--- src/rtl/bus_arb_pkg.sv ---
// Shared definitions for the bus arbitration slice: requester count,
// owner index width, grant-controller state encoding and a one-hot
// to index helper.
package bus_arb_pkg;

    localparam int unsigned NREQ = 3;
    localparam int unsigned ID_W = 2;

    typedef enum logic [1:0] {
        IDLE  = 2'd0,
        GRANT = 2'd1,
        TURN  = 2'd2
    } grant_state_t;

    // Index of the lowest set bit; 0 when the vector is empty.
    function automatic logic [ID_W-1:0] onehot_to_idx(input logic [NREQ-1:0] vec);
        logic [ID_W-1:0] idx;
        idx = '0;
        for (int unsigned i = NREQ; i > 0; i--) begin
            if (vec[i-1]) begin
                idx = ID_W'(i - 1);
            end
        end
        return idx;
    endfunction

endpackage

--- src/rtl/grant_hold_timer.sv ---
// Saturating hold counter for the grant watchdog. Counts cycles while
// enabled, is held at zero while cleared, and flags the last permitted
// grant cycle (count == MAX_HOLD-1).
module grant_hold_timer #(
    parameter int unsigned MAX_HOLD = 16
) (
    input  logic clk,
    input  logic rst,
    input  logic clr,
    input  logic en,
    output logic expired
);

    logic [7:0] count;

    // Clear has priority; otherwise count up while enabled, stopping at 255.
    always_ff @(posedge clk or posedge rst) begin
        if (rst) begin
            count <= '0;
        end else if (clr) begin
            count <= '0;
        end else if (en && (count != '1)) begin
            count <= count + 8'd1;
        end
    end

    assign expired = (count == 8'(MAX_HOLD - 1));

endmodule

--- src/rtl/bus_grant_ctrl.sv ---
// Registered, locked bus grant built on top of the combinational
// fixed-priority arbiter. An owner keeps the bus until it strobes done
// or drops its request, then one dead turnaround cycle follows.
// Optional watchdog revocation is enabled by defining BUS_GRANT_TIMEOUT_EN.
module bus_grant_ctrl
    import bus_arb_pkg::*;
#(
    parameter int unsigned NREQ     = 3,
    parameter int unsigned CNT_W    = 8,
    parameter int unsigned MAX_HOLD = 16
) (
    input  logic             clk,
    input  logic             rst,
    input  logic [NREQ-1:0]  gnt_in,
    input  logic [NREQ-1:0]  req,
    input  logic [NREQ-1:0]  done,
    output logic [NREQ-1:0]  gnt,
    output logic [ID_W-1:0]  owner,
    output logic             busy,
    output logic [CNT_W-1:0] xfer_cnt,
    output logic             timeout
);

    grant_state_t    state;
    logic [NREQ-1:0] gnt_pick;
    logic            release_now;

    // Isolate the lowest set bit so an illegal multi-hot grant still
    // yields a one-hot ownership.
    always_comb begin
        gnt_pick = gnt_in & (~gnt_in + NREQ'(1));
    end

    // gnt is one-hot for the owner while in GRANT, so masking with it
    // selects done[owner] and req[owner] without an indexed select.
    always_comb begin
        release_now = (|(gnt & done)) || !(|(gnt & req));
    end

`ifdef BUS_GRANT_TIMEOUT_EN
    logic hold_expired;
    logic hold_clr;
    logic hold_en;

    always_comb begin
        hold_clr = (state != GRANT);
        hold_en  = (state == GRANT);
    end

    grant_hold_timer #(
        .MAX_HOLD (MAX_HOLD)
    ) u_hold_timer (
        .clk     (clk),
        .rst     (rst),
        .clr     (hold_clr),
        .en      (hold_en),
        .expired (hold_expired)
    );
`else
    assign timeout = 1'b0;
`endif

    // Ownership FSM with all outputs registered.
    always_ff @(posedge clk or posedge rst) begin
        if (rst) begin
            state    <= IDLE;
            gnt      <= '0;
            owner    <= '0;
            busy     <= 1'b0;
            xfer_cnt <= '0;
`ifdef BUS_GRANT_TIMEOUT_EN
            timeout  <= 1'b0;
`endif
        end else begin
`ifdef BUS_GRANT_TIMEOUT_EN
            timeout <= 1'b0;
`endif
            unique case (state)
                IDLE: begin
                    if (gnt_in != '0) begin
                        gnt   <= gnt_pick;
                        owner <= onehot_to_idx(gnt_in);
                        busy  <= 1'b1;
                        state <= GRANT;
                    end
                end
                GRANT: begin
                    if (release_now) begin
                        gnt      <= '0;
                        busy     <= 1'b0;
                        xfer_cnt <= xfer_cnt + CNT_W'(1);
                        state    <= TURN;
                    end
`ifdef BUS_GRANT_TIMEOUT_EN
                    else if (hold_expired) begin
                        gnt     <= '0;
                        busy    <= 1'b0;
                        timeout <= 1'b1;
                        state   <= TURN;
                    end
`endif
                end
                TURN: begin
                    state <= IDLE;
                end
                default: begin
                    state <= IDLE;
                end
            endcase
        end
    end

endmodule

--- config.mk ---
export PLATFORM = sky130hd
export DESIGN_NAME = bus_grant_ctrl
export DESIGN_NICKNAME = d
export VERILOG_FILES = /design/src/rtl/bus_arb_pkg.sv /design/src/rtl/grant_hold_timer.sv /design/src/rtl/bus_grant_ctrl.sv
export SDC_FILE = /design/constraint.sdc
export NUM_CORES = 1
export LEC_CHECK = 0
export BUFFER_PORTS_ARGS = -buffer_cell sky130_fd_sc_hd__buf_2
export CORE_MARGIN = 10
export CORE_UTILIZATION = 42
export DETAILED_ROUTE_END_ITERATION = 16
export PLACE_DENSITY = 0.8
export SLEW_MARGIN = 20
export SYNTH_ARGS = -nofsm -noshare
export SYNTH_HDL_FRONTEND = slang
export SYNTH_SLANG_ARGS = --single-unit
--- constraint.sdc ---
create_clock -name clk -period 1.4 [get_ports clk]
set_input_delay 0.42 -clock clk [delete_from_list [all_inputs] [get_ports clk]]
set_output_delay 0.42 -clock clk [all_outputs]
set_load 0.01 [all_outputs]
==> metrics, run 1 <==
initial drt markers 9; Power, Total 2.48 mW; CTS tree yes; ranking of synthesized cells by area dfrtp_1, xnor2_1, nand4_4; die area 3840 sq um; number of remaining DRC errors 0; post-synth top area cell dfrtp_1; post-synthesis cell type count 30; WP data arrival 1.85 ns; Die H 62.0 microns; port buffer count 24; initial antenna violation count 0; Synth-to-Final Area Change 46.0%; Hold Crit Class in -> async; first-pass GRT wire length 2960 microns; CP max-delay cell dfrtp_1; status complete, but fails checks; Pre-Repair DR Iteration Count 6; largest net degree at the start of global routing 17; Hold Vio Cnt, Final 0; Post-synth ARST share 100%; Post-Syn Area per Cell 11.7 sq um; post-DP HPWL 1420 microns; Post-synth EDFFs 0; IO Pins 26; synth warn 0; Vias/cell 5.28; CP cell instances a222oi_1 > buf_4 > o311a_4 > buf_6 > nand3_2 > xnor2_2; reg2reg start gnt[0]; Final Wtd Congestion 0.872; failing checks negative setup slack; vias in the first global route 654; Inserted Clock Buffers 3; Placed Instances 108; kind of critical path reg -> reg; H-tree Lvls 1; Core Rows 15; RSZ-0062 raised after global routing true; Synth top area share 54.1%; via count 644; drt wl/cell 16.3 microns; Leakage 0.561 nW; skew final 0.00830 ns; minimum clock period 1.68 ns; Sink Count 16; slowest stage delay, CP 0.42 ns; sequential-to-total area share from yosys stat 54.1%; period utilization 120%; post-place setup slack -0.356 ns; area of the core 1690 sq um; Pwr Density 2300 nW/um^2; fmax 594 MHz; final worst slack -0.284 ns; Post-Syn Nets 75; final std cells w/o fill 122; setup violators final 15; gr ovfl total 0; worst skew pair latency 0.29 ns; Worst Path Max Fanout 5; Req. time, crit path 1.57 ns; final WL 1990 microns; layout net count 118; Die X 62.0 microns; aggregate global-route resource usage 10.7%; clock-pin slew on the worst setup and hold paths 0.10 ns; ys flop type dfrtp_1; VDD IR-drop max 1070 uV; Final Slew Violations 0; Starting Density 43.8%; Post-Syn Area 739 sq um; Routed Antenna Nets 0; Clock Tree Root clkbuf_4; n_diodes 0; CP startpoint kind register; clock tree buffer depth 2; crit path from gnt[0]; max_cap viols 0; fraction of layout cells with a size suffix above 1 54.3%; synthesized instance count 63; register bit count reported by yosys 16; Setup crit end kind register
==> cell type report <==
cell class	instances	area [sq um]
clock buffers	4	36.3
inverters	2	7.51
multi-input cells	43	350
well taps	17	21.3
flip-flops and latches	16	403
fillers	141	609
repair buffers	40	262
==> flip-flops by register name, indices dropped and copies added (netlist names) <==
signal,cells
state,2
busy,1
owner,2
xfer_cnt,8
gnt,3
==> worst max-delay path: cells and delay by family, from the launching register on <==
family | cells | cell delay [ns]
AOI/OAI and AO/OA | 2 | 0.58
DFF | 1 | 0.42
buffers and inverters | 2 | 0.33
and+or+nand+nor | 1 | 0.09
xor gates and xnor gates | 1 | 0.14
==> cells in the final DEF (no fill, tap or decap), types with 2 or more instances in the layout <==
master,instances
clkbuf_4,3
and2_1,2
dfrtp_1,14
inv_1,2
xnor2_1,4
xnor2_2,2
buf_4,12
and3_1,2
nor2_1,3
buf_6,5
dfrtp_2,2
a21oi_1,4
buf_2,23
o21ai_0,2
nand2_1,3
nand4_1,2
==> stage by stage <==
stage / hold WS (ns) / setup TNS, ns / cell area, sq um / util, %
6_report: 0.114 / -3.10 / 1080 / 63.9
5_1_grt: 0.131 / -4.28 / 1080 / 63.9
4_1_cts: 0.117 / -2.50 / 1010 / 60.1
3_5_place_dp: 0.433 / -3.24 / 907 / 53.7
3_3_place_gp: 0.429 / -2.71 / 907 / 53.7
2_1_floorplan: 0.334 / -0.713 / 739 / -
==> kinds of logic (layout without fill, tap and decap cells) <==
| group | count (synthesis) | count (layout) | share of synthesized area (%) |
|---|---|---|---|
| flip-flops | 16 | 16 | 54.1 |
| XOR/XNOR | 7 | 7 | 9.31 |
| multiplexers | 1 | 1 | 1.52 |
| other | 1 | 1 | 0.507 |
| adder cells (fa/ha/maj) | 1 | 1 | 1.69 |
| AND/OR/NAND/NOR | 20 | 20 | 16.6 |
| buffers and inverters | 4 | 46 | 3.55 |
| AO/OA/AOI/OAI | 13 | 13 | 12.7 |
==> power breakdown <==
| group | internal [mW] | total [mW] | leakage [nW] | switching, mW |
|---|---|---|---|---|
| Combinational | 0.707 | 1.30 | 0.339 | 0.594 |
| Sequential | 0.659 | 0.879 | 0.201 | 0.219 |
| Clock | 0.158 | 0.300 | 0.0210 | 0.142 |
==> routing by layer <==
metal  wire (microns)  vias to the layer above  global-route usage, %  part of all wire, %
met5                0                        -                      0                    0
met4               69                        0                   8.60                  3.5
met3              166                        6                   3.05                  8.3
met2              984                       23                   17.7                   49
met1              774                      308                   11.2                   39
li1                 -                      307                      -                    -
==> synth_stat cells (2+ instances only) <==
cell type  count
nor2_1         4
and3_1         2
nand2_1        4
and2_1         2
dfrtp_1       16
o21ai_0        2
inv_1          2
xnor2_1        5
nand4_1        2
a21oi_1        4
==> path summary, 6_finish.rpt <==
path,cells after the start,to,slack (ns)
setup / recovery,6,xfer_cnt[6],-0.28
hold / removal,3,gnt[1],0.11
setup reg to reg,6,xfer_cnt[6],-0.28
hold reg to reg,1,xfer_cnt[7],0.49
max in group asynchronous,3,xfer_cnt[2],1.10
min in group clk,3,owner[1],0.42
==> timing repair <==
item | 4_1_cts | 5_1_grt
hold buffers | 0 | 0
buffers inserted | 7 | 3
endpoints found under the hold margin | 0 | 0
pin swaps | 5 | 7
setup endpoints to repair | 13 | 21
resized for setup | 4 | 12
Note: power is estimated with default switching activity, not from simulation.
==> inputs of run 2 (changes only) <==
ABC_AREA = 1   (was unset)
CORE_UTILIZATION = 43   (was 42)
==> metrics, run 2 <==
port buffer count 24; CP bufs+invs 1; Final Wtd Congestion 0.746; WP data arrival 0.89 ns; aggregate global-route resource usage 8.98%; post-synthesis cell type count 16; Req. time, crit path 0.98 ns; IO Pins 26; Post-synth EDFFs 0; vias in the first global route 701; Final Slew Violations 0; Die H 63.5 microns; slowest stage delay, CP 0.45 ns; biggest regs xfer_cnt: 8 flops, gnt: 3 flops; area of the core 1760 sq um; max reg flops 8; Power, Total 1.88 mW; drt wl/cell 11.4 microns; Post-Syn Area per Cell 7.66 sq um; kind of critical path reg -> out; synth warn 0; die area 4030 sq um; Util after Layout 56.0%; hold_ws 0.125 ns; postcts setup bufs 0; Die X 63.5 microns; period utilization 93.9%; Sink Count 16; setup violators final 0; clock-pin slew on the worst setup and hold paths 0.09 ns; crit path from xfer_cnt[4]; initial antenna violation count 0; Core Rows 15; register bit count reported by yosys 16; number of remaining DRC errors 0; gr ovfl total 0; ranking of synthesized cells by area dfrtp_1, nand2_1, nand3_1; leading cell type in the layout, fill and taps excluded nand2_1; setup tns final 0 ns; Hold Vio Cnt, Final 0; minimum clock period 1.31 ns; CP cell instances buf_2; H-tree Lvls 1; CP top delay family flip-flops; Reg2Reg Setup Slack 0.20 ns; post-DP HPWL 1480 microns; ys flop type dfrtp_1; CTS Hold Bufs 0; Pwr Density 1900 nW/um^2; CTS tree yes; synthesized instance count 106; RSZ-0062 raised after global routing false; Starting Density 46.0%; via count 737; fmax 760 MHz; skew final 0.00324 ns; Vias/cell 4.66; Post-Syn Nets 118; Hold Crit Class in -> async; CP startpoint kind register; initial drt markers 15; status complete, no violations; clock tree buffer depth 2; Inserted Clock Buffers 3; Setup crit end kind output pin; most frequent cells in the layout nand2_1, buf_2, dfrtp_1; sequential-to-total area share from yosys stat 49.3%; CP max-delay cell dfrtp_1; fraction of layout cells with a size suffix above 1 25.6%; Synth-to-Final Area Change 21.7%; Leakage 0.583 nW; layout net count 146; Post-synth ARST share 100%; largest net degree at the start of global routing 17; Synth top area share 49.3%; n_diodes 0; first-pass GRT wire length 3050 microns; Pre-Repair DR Iteration Count 5; Top reg by flops xfer_cnt; PostCTS Resize Cnt 0; worst skew pair latency 0.28 ns; post-synth top area cell dfrtp_1; most common cell in the netlist nand2_1; final std cells w/o fill 158; final WL 1790 microns; Placed Instances 154; Worst Path Max Fanout 5; Routed Antenna Nets 0; Clock Tree Root clkbuf_4; VDD IR-drop max 1280 uV; max_cap viols 0; Post-Syn Area 812 sq um; Commonest cells post-synth nand2_1, dfrtp_1, nand3_1; reg2reg start gnt[2]
==> run 2: changes by cell type in the layout (fill, tap and decap cells not counted), sizes merged, moves of 4 or more <==
cell   delta
buf      -15
nand2    +50
nand3     +6
a21oi     -4
inv       +7
==> run 2: path summary, 6_finish.rpt <==
check,end,depth (start not counted)
max,xfer_cnt[4],1
min reg2reg,owner[1],2
min in group clk,gnt[0],3
max in group asynchronous,owner[1],3
min,xfer_cnt[3],3
max reg2reg,xfer_cnt[7],8
==> run 2: routing by layer <==
layer  global-route usage, %  part of all wire, %  wire length, microns  vias to the layer above
li1                        -                    -                     -                      380
met1                    9.75                   41                   743                      338
met2                    15.6                   52                   940                       15
met3                    2.30                  3.5                    62                        4
met4                    4.64                  2.7                    48                        0
met5                       0                    0                     0                        -
==> run 2: power by group <==
group	switching (mW)	internal (mW)	total, mW
clock	0.137	0.158	0.295
combinational	0.497	0.301	0.798
sequential	0.156	0.629	0.785
==> run 2: kinds of logic after synthesis <==
kind of cell | count (synthesis) | share of synthesized area (%)
AOI/OAI and AO/OA | 3 | 1.85
xor gates and xnor gates | 3 | 3.24
adders and majority gates | 1 | 1.54
buffers and inverters | 11 | 6.47
DFF | 16 | 49.3
other | 1 | 0.462
and+or+nand+nor | 71 | 37.1
==> run 2: layout make-up <==
| class | instances | area, sq um |
|---|---|---|
| fill | 177 | 776 |
| timing repair buffer | 25 | 128 |
| sequential | 16 | 400 |
| multi-input combinational | 79 | 359 |
| inverter | 9 | 33.8 |
| tap | 25 | 31.3 |
| clock buffer | 4 | 36.3 |
==> run 2: through the flow <==
| stage | setup slack (ns) | area [sq um] |
|---|---|---|
| final | 0.0850 | 988 |
| after global routing | 0.0328 | 988 |
| after CTS | 0.0778 | 988 |
| after detailed placement | 0.0873 | 952 |
| after global placement | 0.144 | 952 |
| after floorplan | 0.247 | 812 |
==> inputs of run 3 (changes only) <==
MAX_ROUTING_LAYER = met4   (was unset)
==> metrics, run 3 (same netlist as run 2, synthesis figures left out) <==
port buffer count 24; initial antenna violation count 0; Util after Layout 56.0%; PostCTS Resize Cnt 0; H-tree Lvls 1; CTS tree yes; Fill cells 177; layout net count 146; Final Slew Violations 0; Final Cell Area 988 sq um; via count 741; final WL 1790 microns; Pwr Density 1900 nW/um^2; Synth-to-Final Area Change 21.7%; leading cell type in the layout, fill and taps excluded nand2_1; biggest regs xfer_cnt: 8 flops, gnt: 3 flops; CP bufs+invs 1; Multi-input gate area 359 sq um; Core Rows 15; vias in the first global route 701; final worst slack 0.0864 ns; skew final 0.00225 ns; max reg flops 8; drt wl/cell 11.4 microns; most frequent cells in the layout nand2_1, buf_2, dfrtp_1; Pre-Repair DR Iteration Count 4; Final Wtd Congestion 0.755; Inserted Clock Buffers 3; setup tns final 0 ns; Hold Crit Class in -> async; setup violators final 0; Setup crit end kind output pin; period utilization 93.8%; slowest stage delay, CP 0.45 ns; placed inst area 952 sq um; n_diodes 0; clock-pin slew on the worst setup and hold paths 0.09 ns; fraction of layout cells with a size suffix above 1 25.6%; hold_ws 0.126 ns; gr ovfl total 0; Leakage 0.583 nW; max_cap viols 0; Power, Total 1.88 mW; status complete, no violations; CP cell instances buf_2; WP data arrival 0.89 ns; aggregate global-route resource usage 9.21%; Req. time, crit path 0.98 ns; Routed Antenna Nets 0; number of remaining DRC errors 0; Worst Path Max Fanout 5; Starting Density 46.0%; post-DP HPWL 1480 microns; Vias/cell 4.69; CP startpoint kind register; Top reg by flops xfer_cnt; CTS Hold Bufs 0; die area 4030 sq um; final std cells w/o fill 158; worst skew pair latency 0.28 ns; initial drt markers 15; RSZ-0062 raised after global routing false; Die X 63.5 microns; clock tree buffer depth 2; Sink Count 16; CP top delay family flip-flops; Die H 63.5 microns; postcts setup bufs 0; Sequential Area 400 sq um; kind of critical path reg -> out; Placed Instances 154; fmax 761 MHz; Hold Vio Cnt, Final 0; first-pass GRT wire length 3050 microns; IO Pins 26; post-place setup slack 0.0873 ns; CP max-delay cell dfrtp_1; VDD IR-drop max 1280 uV; Clock Tree Root clkbuf_4; largest net degree at the start of global routing 17; minimum clock period 1.31 ns; area of the core 1760 sq um
-- run 3: cell counts in the layout (fill, tap and decap cells not counted) --
Identical to the previous run, type by type.
-- run 3: area by class of cell --
cell class,count,area share [%]
multi-input combinational,79,36.3
sequential,16,40.5
timing repair buffer,25,12.9
tap,25,3.16
inverter,9,3.42
clock buffer,4,3.67
-- run 3: path summary, 6_finish.rpt --
kind	from	to	slack [ns]	cells after the start
max	xfer_cnt[4]	xfer_cnt[4]	0.09	1
min	rst	xfer_cnt[3]	0.13	3
min in group clk	gnt_in[0]	gnt[0]	0.38	3
max in group asynchronous	rst	owner[1]	1.10	3
max reg2reg	gnt[2]	xfer_cnt[5]	0.20	8
min reg2reg	owner[1]	owner[1]	0.47	2
-- run 3: layer usage --
layer	global-route usage [%]	share of wire, %	up-vias
li1	-	-	380
met1	9.95	43	342
met2	15.6	52	15
met3	1.94	2.4	4
met4	4.64	2.7	0
met5	-	0	-
-- run 3: report_power, final --
group	internal [mW]	leakage, nW	switching, mW	total, mW
clock	0.158	0.0210	0.136	0.294
combinational	0.302	0.355	0.498	0.800
sequential	0.629	0.207	0.158	0.787
total	1.09	0.583	0.792	1.88
